===== src/rtl/uart_ascii_pkg.sv =====
// rtl/uart_ascii_pkg.sv - shared state encoding and ASCII constants (PARITY state only with UART_ASCII_PARITY_EN)
package uart_ascii_pkg;

  localparam logic [6:0] ASCII_BS  = 7'h08;
  localparam logic [6:0] ASCII_LF  = 7'h0A;
  localparam logic [6:0] ASCII_CR  = 7'h0D;
  localparam logic [6:0] ASCII_DEL = 7'h7F;

  typedef enum logic [2:0] {
    IDLE      = 3'd0,
    START     = 3'd1,
    DATA      = 3'd2,
`ifdef UART_ASCII_PARITY_EN
    PARITY    = 3'd3,
`endif
    STOP      = 3'd4,
    WAIT_HIGH = 3'd5
  } rx_state_t;

endpackage


===== src/rtl/uart_rx.sv =====
// rtl/uart_rx.sv - synchronised 8N1 receiver emitting a one-cycle byte/error strobe (even parity with UART_ASCII_PARITY_EN)
module uart_rx
  import uart_ascii_pkg::*;
#(
  parameter int CLKS_PER_BIT = 868,
  parameter int SYNC_STAGES  = 2
) (
  input  logic       clk,
  input  logic       reset,
  input  logic       rx,
  output logic       byte_valid,
  output logic [7:0] byte_data,
  output logic       frame_err
);

  localparam int CW = (CLKS_PER_BIT > 2) ? $clog2(CLKS_PER_BIT) : 1;
  localparam int FW = $clog2(SYNC_STAGES + 1);
  localparam logic [CW-1:0] HALF_LOAD = CW'(CLKS_PER_BIT / 2 - 1);
  localparam logic [CW-1:0] BIT_LOAD  = CW'(CLKS_PER_BIT - 1);

  logic [SYNC_STAGES-1:0] sync;
  logic                   rx_s;
  logic                   rx_prev;
  logic [FW-1:0]          fill;
  logic                   armed;
  rx_state_t              state;
  logic [CW-1:0]          cnt;
  logic [2:0]             idx;
  logic [7:0]             shreg;
  logic                   tick;
  logic                   stop_ok;

  assign rx_s = sync[SYNC_STAGES-1];
  assign tick = (cnt == '0);

`ifdef UART_ASCII_PARITY_EN
  logic parity_bad;
  assign stop_ok = rx_s && !parity_bad;
`else
  assign stop_ok = rx_s;
`endif

  assign byte_valid = (state == STOP) && tick && stop_ok;
  assign frame_err  = (state == STOP) && tick && !stop_ok;
  assign byte_data  = shreg;

  // Edge detection stays disarmed until a genuine high has crossed the synchroniser,
  // so a line that is low when reset releases never looks like a start bit.
  always_ff @(posedge clk) begin
    if (reset) begin
      sync    <= '1;
      rx_prev <= 1'b1;
      fill    <= '0;
      armed   <= 1'b0;
      state   <= IDLE;
      cnt     <= '0;
      idx     <= '0;
      shreg   <= '0;
`ifdef UART_ASCII_PARITY_EN
      parity_bad <= 1'b0;
`endif
    end else begin
      sync    <= {sync[SYNC_STAGES-2:0], rx};
      rx_prev <= rx_s;
      if (fill != FW'(SYNC_STAGES)) fill <= fill + FW'(1);
      else if (rx_s) armed <= 1'b1;
      if (!tick) cnt <= cnt - CW'(1);
      case (state)
        IDLE: begin
          if (armed && rx_prev && !rx_s) begin
            state <= START;
            cnt   <= HALF_LOAD;
          end
        end
        START: begin
          if (tick) begin
            if (!rx_s) begin
              state <= DATA;
              cnt   <= BIT_LOAD;
              idx   <= '0;
            end else begin
              state <= IDLE;
            end
          end
        end
        DATA: begin
          if (tick) begin
            shreg[idx] <= rx_s;
            cnt        <= BIT_LOAD;
            idx        <= idx + 3'd1;
            if (idx == 3'd7) begin
`ifdef UART_ASCII_PARITY_EN
              state <= PARITY;
`else
              state <= STOP;
`endif
            end
          end
        end
`ifdef UART_ASCII_PARITY_EN
        PARITY: begin
          if (tick) begin
            parity_bad <= ^{shreg, rx_s};
            cnt        <= BIT_LOAD;
            state      <= STOP;
          end
        end
`endif
        STOP: begin
          if (tick) state <= stop_ok ? IDLE : WAIT_HIGH;
        end
        WAIT_HIGH: begin
          if (rx_s) state <= IDLE;
        end
        default: state <= IDLE;
      endcase
    end
  end

endmodule


===== src/rtl/uart_ascii_source.sv =====
// rtl/uart_ascii_source.sv - UART byte to terminal character mapping with CR/LF folding (parity via UART_ASCII_PARITY_EN)
module uart_ascii_source
  import uart_ascii_pkg::*;
#(
  parameter int CLKS_PER_BIT = 868,
  parameter int SYNC_STAGES  = 2
) (
  input  logic       clk,
  input  logic       reset,
  input  logic       rx,
  output logic       add_char,
  output logic [6:0] char_value,
  output logic       frame_error
);

  logic       byte_valid;
  logic [7:0] byte_data;
  logic       frame_err;
  logic       cr_flag;
  logic       emit;
  logic [6:0] mapped;

  uart_rx #(
    .CLKS_PER_BIT(CLKS_PER_BIT),
    .SYNC_STAGES (SYNC_STAGES)
  ) u_rx (
    .clk       (clk),
    .reset     (reset),
    .rx        (rx),
    .byte_valid(byte_valid),
    .byte_data (byte_data),
    .frame_err (frame_err)
  );

  always_comb begin
    emit   = 1'b1;
    mapped = byte_data[6:0];
    if (byte_data[7]) begin
      emit = 1'b0;
    end else if (byte_data[6:0] == ASCII_CR) begin
      mapped = ASCII_LF;
    end else if (byte_data[6:0] == ASCII_DEL) begin
      mapped = ASCII_BS;
    end else if (byte_data[6:0] == ASCII_LF && cr_flag) begin
      emit = 1'b0;
    end
  end

  // The CR flag remembers only the immediately preceding accepted byte.
  always_ff @(posedge clk) begin
    if (reset) begin
      add_char    <= 1'b0;
      frame_error <= 1'b0;
      char_value  <= 7'h00;
      cr_flag     <= 1'b0;
    end else begin
      add_char    <= byte_valid && emit;
      frame_error <= frame_err;
      if (byte_valid) begin
        cr_flag <= (byte_data == {1'b0, ASCII_CR});
        if (emit) char_value <= mapped;
      end else if (frame_err) begin
        cr_flag <= 1'b0;
      end
    end
  end

endmodule


===== config.mk =====
export PLATFORM = sky130hd
export DESIGN_NAME = uart_ascii_source
export DESIGN_NICKNAME = d
export VERILOG_FILES = /design/src/rtl/uart_ascii_pkg.sv /design/src/rtl/uart_rx.sv /design/src/rtl/uart_ascii_source.sv
export SDC_FILE = /design/constraint.sdc
export NUM_CORES = 1
export LEC_CHECK = 0
export CAP_MARGIN = 5
export CORE_UTILIZATION = 40
export DETAILED_ROUTE_END_ITERATION = 6
export PLACE_DENSITY = 0.58
export SYNTH_ARGS = -nofsm -noshare
export SYNTH_HDL_FRONTEND = slang
export SYNTH_HIERARCHICAL = 1
export SYNTH_SLANG_ARGS = --single-unit

===== constraint.sdc =====
create_clock -name clk -period 3.3 [get_ports clk]
set_input_delay 0.495 -clock clk [delete_from_list [all_inputs] [get_ports clk]]
set_output_delay 0.495 -clock clk [all_outputs]
set_load 0.05 [all_outputs]

==> metrics.txt, run 1 <==
FP Rows 26; CTS buffer count 5; CTS tree built; Switching Power approximately 0.57 mW; DRT Wirelength about 4700 um; Max-slew headroom between 30% and 40%; worst setup path startpoint u_rx/cnt[4]$_SDFF_PP0_; clk_lat worst skew between 0.2 and 0.3 ns; area of the multi-input gates 0.00121 mm^2; CP peak stage delay roughly 0.60 ns; yosys warns 6; worst flop-to-flop path startpoint u_rx/cnt[4]$_SDFF_PP0_; worst hold start u_rx/sync[0]$_SDFF_PP1_; most instantiated library cell after synthesis dfxtp_1; diode count 0; ys async rst share 0%; fin nets 258; residual DRC count 0; cell taking the most area after synthesis dfxtp_1; fraction of the cycle the final worst path needs approximately 87%; GP Congestion ~0.77; Cell Chain, Critical Path or4_4 -> nor3_4 -> inv_2 -> nor3_1 -> clkinv_1 -> a211oi_4 -> nor3b_2 -> a22o_1; Main synth FF type dfxtp_1; dpl hpwl around 3200 um; status finished, final reports clean; Comb power frac between 30 and 40%; Routed Antenna Nets 0; RSZ-0062 raised after global routing no; Post-Syn Area roughly 0.0021 mm^2; Flop pwr share roughly two fifths; flip-flop and latch area between 800 and 900 um^2; area grow syn2layout 12.0%; clk_skew 0.00737 ns; hold-fix buffers at CTS 0; Crit path buffers/inverters 2; largest net degree at the start of global routing 24; H-tree levels 2; DRT iter0 DRCs 94; Gate Count Post-Synth roughly 240; Post-Syn Nets 250; setup TNS 0 ns; final hold vios 0; clock power share between 20% and 30%; Post-synth top cells dfxtp_1 (40), a21oi_1 (20), nor2_1 (15); Final min period 2.86 ns; kind of end point of the critical path flip-flop; DIE HEIGHT about 75 um; Internal a little over 0.9 mW; # Post-CTS Setup Buffers 0; Die X roughly 75 um; via count about 1.8k; Syn Area/Cell slightly below 9 um^2; CP Launch Type flip-flop; global route overflow 0; aggregate global-route resource usage about 18%; VDD IR max about 0.28 mV; Worst Hold Class reg2reg; Post-synth EDFFs 0; count of state elements after synthesis 40; WL per Instance around 15 um; Fillers between 500 and 600; # IOs 12; clk slew on worst S/H paths approximately 0.08 ns; clock sinks 40; Starting Density between 40% and 50%; initial antenna violation count 0; post-synth top area share 38.0%; Port Buf Inserts 11; Leak around 0.83 nW; core area ~0.005 mm^2; Slew @ Worst Pin around 0.93 ns; crit-path leading delay family simple AND/OR/NAND/NOR gates; post-synth cell types 60; layout cells sized above 1 10.0%; final setup vio count 0; vias in the first global route about 1.6k; post-synthesis sequential area ratio 38.0%; CTS Root Cell clkbuf_8; Max-Cap Viols 0; CP arrival 3.11 ns; CP Data Required Time approximately 3.5 ns; Hold WS 0.410 ns; synth top area cells dfxtp_1 (38%), a21oi_1 (4.8%), ha_1 (3.6%), o21ai_0 (3.3%), nor2_1 (2.7%); first-pass GRT wire length ~7700 um; drt via density 5.64; Final Max Slew Viols 0; DR pass1 iterations 4; Max stage delay cell, worst path or4_4; Max Clk Rate approximately 0.35 GHz; Pwr Density about 630 mW/mm^2; Max clock buf depth 2; die area 0.00556 mm^2; Crit Path Class reg2reg; switch share a little under two fifths; critical path peak fanout 12; post-cts repair resize count 0
[area by class of cell]
type                    count  area share (%)
flip-flops and latches     40            34.0
clock buffers               5            2.92
repair buffers             14            5.63
well taps                  70            3.72
multi-input cells         176            51.3
inverters                  12            1.91
clock inverters             2           0.531
[flip-flops by register name, summed over array words and instances, names as in the netlist]
signal	count
char_value	7
cr_flag	1
u_rx/armed	1
u_rx/cnt	10
u_rx/state	3
u_rx/idx	3
add_char	1
u_rx/fill	2
u_rx/sync	2
u_rx/byte_data	8
frame_error	1
u_rx/rx_prev	1
[power groups by stage]
| stage | logic (mW) | clock network, mW | registers [mW] |
|---|---|---|---|
| floorplan | 0.462 | 0 | 0.606 |
| global placement | 0.540 | 0 | 0.633 |
| detailed placement | 0.544 | 0 | 0.634 |
| CTS | 0.547 | 0.326 | 0.624 |
| global route | 0.608 | 0.343 | 0.636 |
| finish | 0.548 | 0.314 | 0.625 |
[worst paths after layout]
kind	slack [ns]	cells after the start	endpoint
min reg2reg	0.41	1	u_rx/sync[1]$_SDFF_PP1_
max	0.44	8	char_value[5]$_SDFFE_PP0P_
min	0.41	1	u_rx/sync[1]$_SDFF_PP1_
max reg2reg	0.44	8	char_value[5]$_SDFFE_PP0P_
[per-layer routing]
layer | track usage, % | part of all wire (%) | wire length, um | vias up
li1 | - | - | - | 922
met1 | 25.8 | 50 | 2320 | 828
met2 | 26.8 | 43 | 2020 | 43
met3 | 4.47 | 5.8 | 269 | 6
met4 | 6.92 | 1.2 | 58 | 0
met5 | 0 | 0 | 0 | -
[through the flow]
stage	worst slack [ns]	instance area (um^2)	power (mW)	std cells	util (%)
5_1_grt	0.258	2360	1.59	319	46.4
3_3_place_gp	0.563	2270	1.17	312	44.8
4_1_cts	0.436	2360	1.50	319	46.4
6_report	0.437	2360	1.49	319	46.4
2_1_floorplan	0.739	2100	1.07	241	-
3_5_place_dp	0.462	2270	1.18	312	44.8
[cell families (layout without fill, tap and decap cells)]
group / count (synthesis) / count (layout) / share of synthesized area (%)
mux: 3 / 3 / 1.49
compound gates: 71 / 71 / 23.1
flops: 40 / 40 / 38.1
xor+xnor: 5 / 5 / 2.08
buf+inv: 25 / 33 / 4.52
fa+ha+maj: 6 / 6 / 3.57
simple gates: 91 / 91 / 27.2
[placed cells by master, fill, tap and decap left out, types with 5 or more instances in the layout]
cell              n
nor3_1            6
nor2_1           15
nand4b_1          6
o21ai_0          14
nand3_1           7
a21oi_1          20
nand4_1           7
clkbuf_8          5
nor2b_1           6
clkdlybuf4s50_1  11
inv_1            10
dfxtp_1          40
ha_1              6
nand2_1          13
Power figures use the tool's default switching activity.
==> inputs of run 2 (changes only) <==
Settings changed: CORE_UTILIZATION 40 to 55, PLACE_DENSITY 0.58 to 0.75.
==> run 2 against run 1 <==
Setup slack better by 0.011 ns. First-iteration DRC count increased by 34%. Cell count is 7.2% lower. Routed wire length fell by 1.9%. Cell area up 0.53%. Die area is 27% lower. Non-clock buffer count fell by 1. Utilization rose by 18 points. Total power is 11% higher.
==> metrics.txt, run 2 (same netlist as run 1, synthesis figures left out) <==
residual DRC count 0 (unchanged); DRT Wirelength 4580 um (was 4660 um); clk slew on worst S/H paths 0.08 ns (about the same); DRT iter0 DRCs 126 (was 94); initial antenna violation count 0 (unchanged); Starting Density 57.5% (was 41.5%); die area 0.00408 mm^2 (was 0.00556 mm^2); fin nets 257 (was 258); r2r setup slk 0.45 ns (was 0.44 ns); Final min period 2.85 ns (was 2.86 ns); CP peak stage delay 0.60 ns (about the same); placed insts 289 (was 312); Fillers 328 (was 523); flip-flop and latch area 801 um^2 (unchanged); global route overflow 0 (unchanged); max reg flops 10 (unchanged); Port Buf Inserts 11 (unchanged); VDD IR max 0.442 mV (was 0.283 mV); clk_skew 0.00500 ns (was 0.00737 ns); CTS buffer count 5 (unchanged); Slew @ Worst Pin 0.840 ns (was 0.929 ns); hold depth 1 (unchanged); H-tree levels 2 (unchanged); critical path peak fanout 12 (unchanged); WHS Endpoint u_rx/sync[1]$_SDFF_PP1_ (unchanged); most frequent cells in the layout dfxtp_1 (40), a21oi_1 (20), nor2_1 (15) (unchanged); final hold vios 0 (unchanged); via count 1821 (was 1799); Leak 0.854 nW (was 0.834 nW); RSZ-0062 raised after global routing no (unchanged); clk_lat worst skew 0.30 ns (was 0.29 ns); CP Data Required Time 3.55 ns (was 3.54 ns); layout cells sized above 1 9.68% (was 10.0%); # Post-CTS Setup Buffers 0 (unchanged); Max stage delay cell, worst path or4_4 (unchanged); Max-Cap Viols 0 (unchanged); dpl hpwl 3120 um (was 3220 um); largest net degree at the start of global routing 24 (unchanged); CP Launch Type flip-flop (unchanged); first-pass GRT wire length 7840 um (was 7670 um); largest register by flop count u_rx/cnt (unchanged); Final Max Slew Viols 0 (unchanged); fraction of the cycle the final worst path needs 86.4% (was 86.8%); Routed Antenna Nets 0 (unchanged); area of the multi-input gates 0.00121 mm^2 (unchanged); CTS Root Cell clkbuf_8 (unchanged); DIE HEIGHT 63.9 um (was 74.5 um); GP Congestion 0.843 (was 0.775); hold-fix buffers at CTS 0 (unchanged); commonest non-fill, non-tap cell in the layout dfxtp_1 (unchanged); Crit Path Class reg2reg (unchanged); DR pass1 iterations 4 (unchanged); Die X 63.9 um (was 74.5 um); clock sinks 40 (unchanged); status finished, final reports clean (unchanged); Worst Hold Class reg2reg (unchanged); core area 0.00366 mm^2 (was 0.00507 mm^2); vias in the first global route 1632 (was 1601); Max Clk Rate 0.351 GHz (was 0.349 GHz); final setup vio count 0 (unchanged); diode count 0 (unchanged); drt via density 6.15 (was 5.64); setup TNS 0 ns (unchanged); WL per Instance 15.5 um (was 14.6 um); aggregate global-route resource usage 25.2% (was 18.3%); post-cts repair resize count 0 (unchanged); Pwr Density 694 mW/mm^2 (was 631 mW/mm^2); worst flop-to-flop path startpoint u_rx/cnt[4]$_SDFF_PP0_ (unchanged); CP arrival 3.10 ns (was 3.11 ns); Max-slew headroom 43.9% (was 37.9%); non-filler cells, final 296 (was 319); # IOs 12 (unchanged); FF-to-FF path depth 8 (unchanged); FF-to-FF End char_value[5]$_SDFFE_PP0P_ (unchanged); worst hold start u_rx/sync[0]$_SDFF_PP1_ (unchanged); FP Rows 22 (was 26); Max clock buf depth 2 (unchanged); CTS tree built (unchanged); area grow syn2layout 12.5% (was 12.0%); Cell Chain, Critical Path or4_4 -> nor3_4 -> inv_2 -> nor3_1 -> clkinv_1 -> a211oi_4 -> nor3b_2 -> a22o_1 (unchanged); kind of end point of the critical path flip-flop (unchanged)
-- run 2: cell count changes in the layout (fill, tap and decap cells not counted) --
cell	before	now
buf_4	3	2
clkinvlp_4	1	0
clkinv_2	1	0
bufinv_16	0	2
-- run 2: metal layers --
metal	vias up	track usage (%)	share of wire (%)
li1	918	-	-
met1	859	34.2	49
met2	39	38.3	45
met3	5	6.43	4.5
met4	0	9.38	1.4
met5	-	0	0
-- run 2: critical path: cells and delay by family, from the launching register on --
kind                   cells  cell delay (ns)
buffers and inverters      2             0.26
and+or+nand+nor            4             1.69
AOI/OAI and AO/OA          2             0.49
DFF                        1             0.36
-- run 2: metrics by stage --
stage | hold slack, ns | util, % | power, mW | setup slack, ns | area (um^2)
after floorplan | 0.389 | - | 1.07 | 0.739 | 2100
after global placement | 0.395 | 61.2 | 1.16 | 0.619 | 2240
after detailed placement | 0.394 | 61.2 | 1.17 | 0.485 | 2240
after CTS | 0.415 | 64.7 | 1.65 | 0.455 | 2370
after global routing | 0.443 | 64.7 | 1.75 | 0.276 | 2370
final | 0.413 | 64.7 | 1.64 | 0.448 | 2370
-- run 2: power by group --
part / leakage (nW) / total [mW] / internal, mW / switching [mW]
Sequential: 0.326 / 0.626 / 0.548 / 0.0776
Combinational: 0.464 / 0.547 / 0.226 / 0.322
Clock: 0.0642 / 0.470 / 0.298 / 0.172
-- run 2: worst max path at each step --
stage / start / to / slack [ns] / cells after the start
2_1_floorplan: u_rx/cnt[4]$_SDFF_PP0_ / char_value[0]$_SDFFE_PP0P_ / 0.74 / 9
3_3_place_gp: u_rx/cnt[4]$_SDFF_PP0_ / char_value[4]$_SDFFE_PP0P_ / 0.62 / 8
3_5_place_dp: u_rx/cnt[4]$_SDFF_PP0_ / char_value[5]$_SDFFE_PP0P_ / 0.49 / 8
4_1_cts: u_rx/cnt[4]$_SDFF_PP0_ / char_value[5]$_SDFFE_PP0P_ / 0.46 / 8
5_1_grt: u_rx/cnt[4]$_SDFF_PP0_ / char_value[5]$_SDFFE_PP0P_ / 0.28 / 8
6_report: u_rx/cnt[4]$_SDFF_PP0_ / char_value[5]$_SDFFE_PP0P_ / 0.45 / 8
-- run 2: final cells by class --
type / instances / share of cell area, %
sequential: 40 / 33.8
multi-input combinational: 176 / 51.0
clock inverter: 2 / 2.54
inverter: 12 / 1.90
clock buffer: 5 / 2.91
tap: 48 / 2.54
timing repair buffer: 13 / 5.28
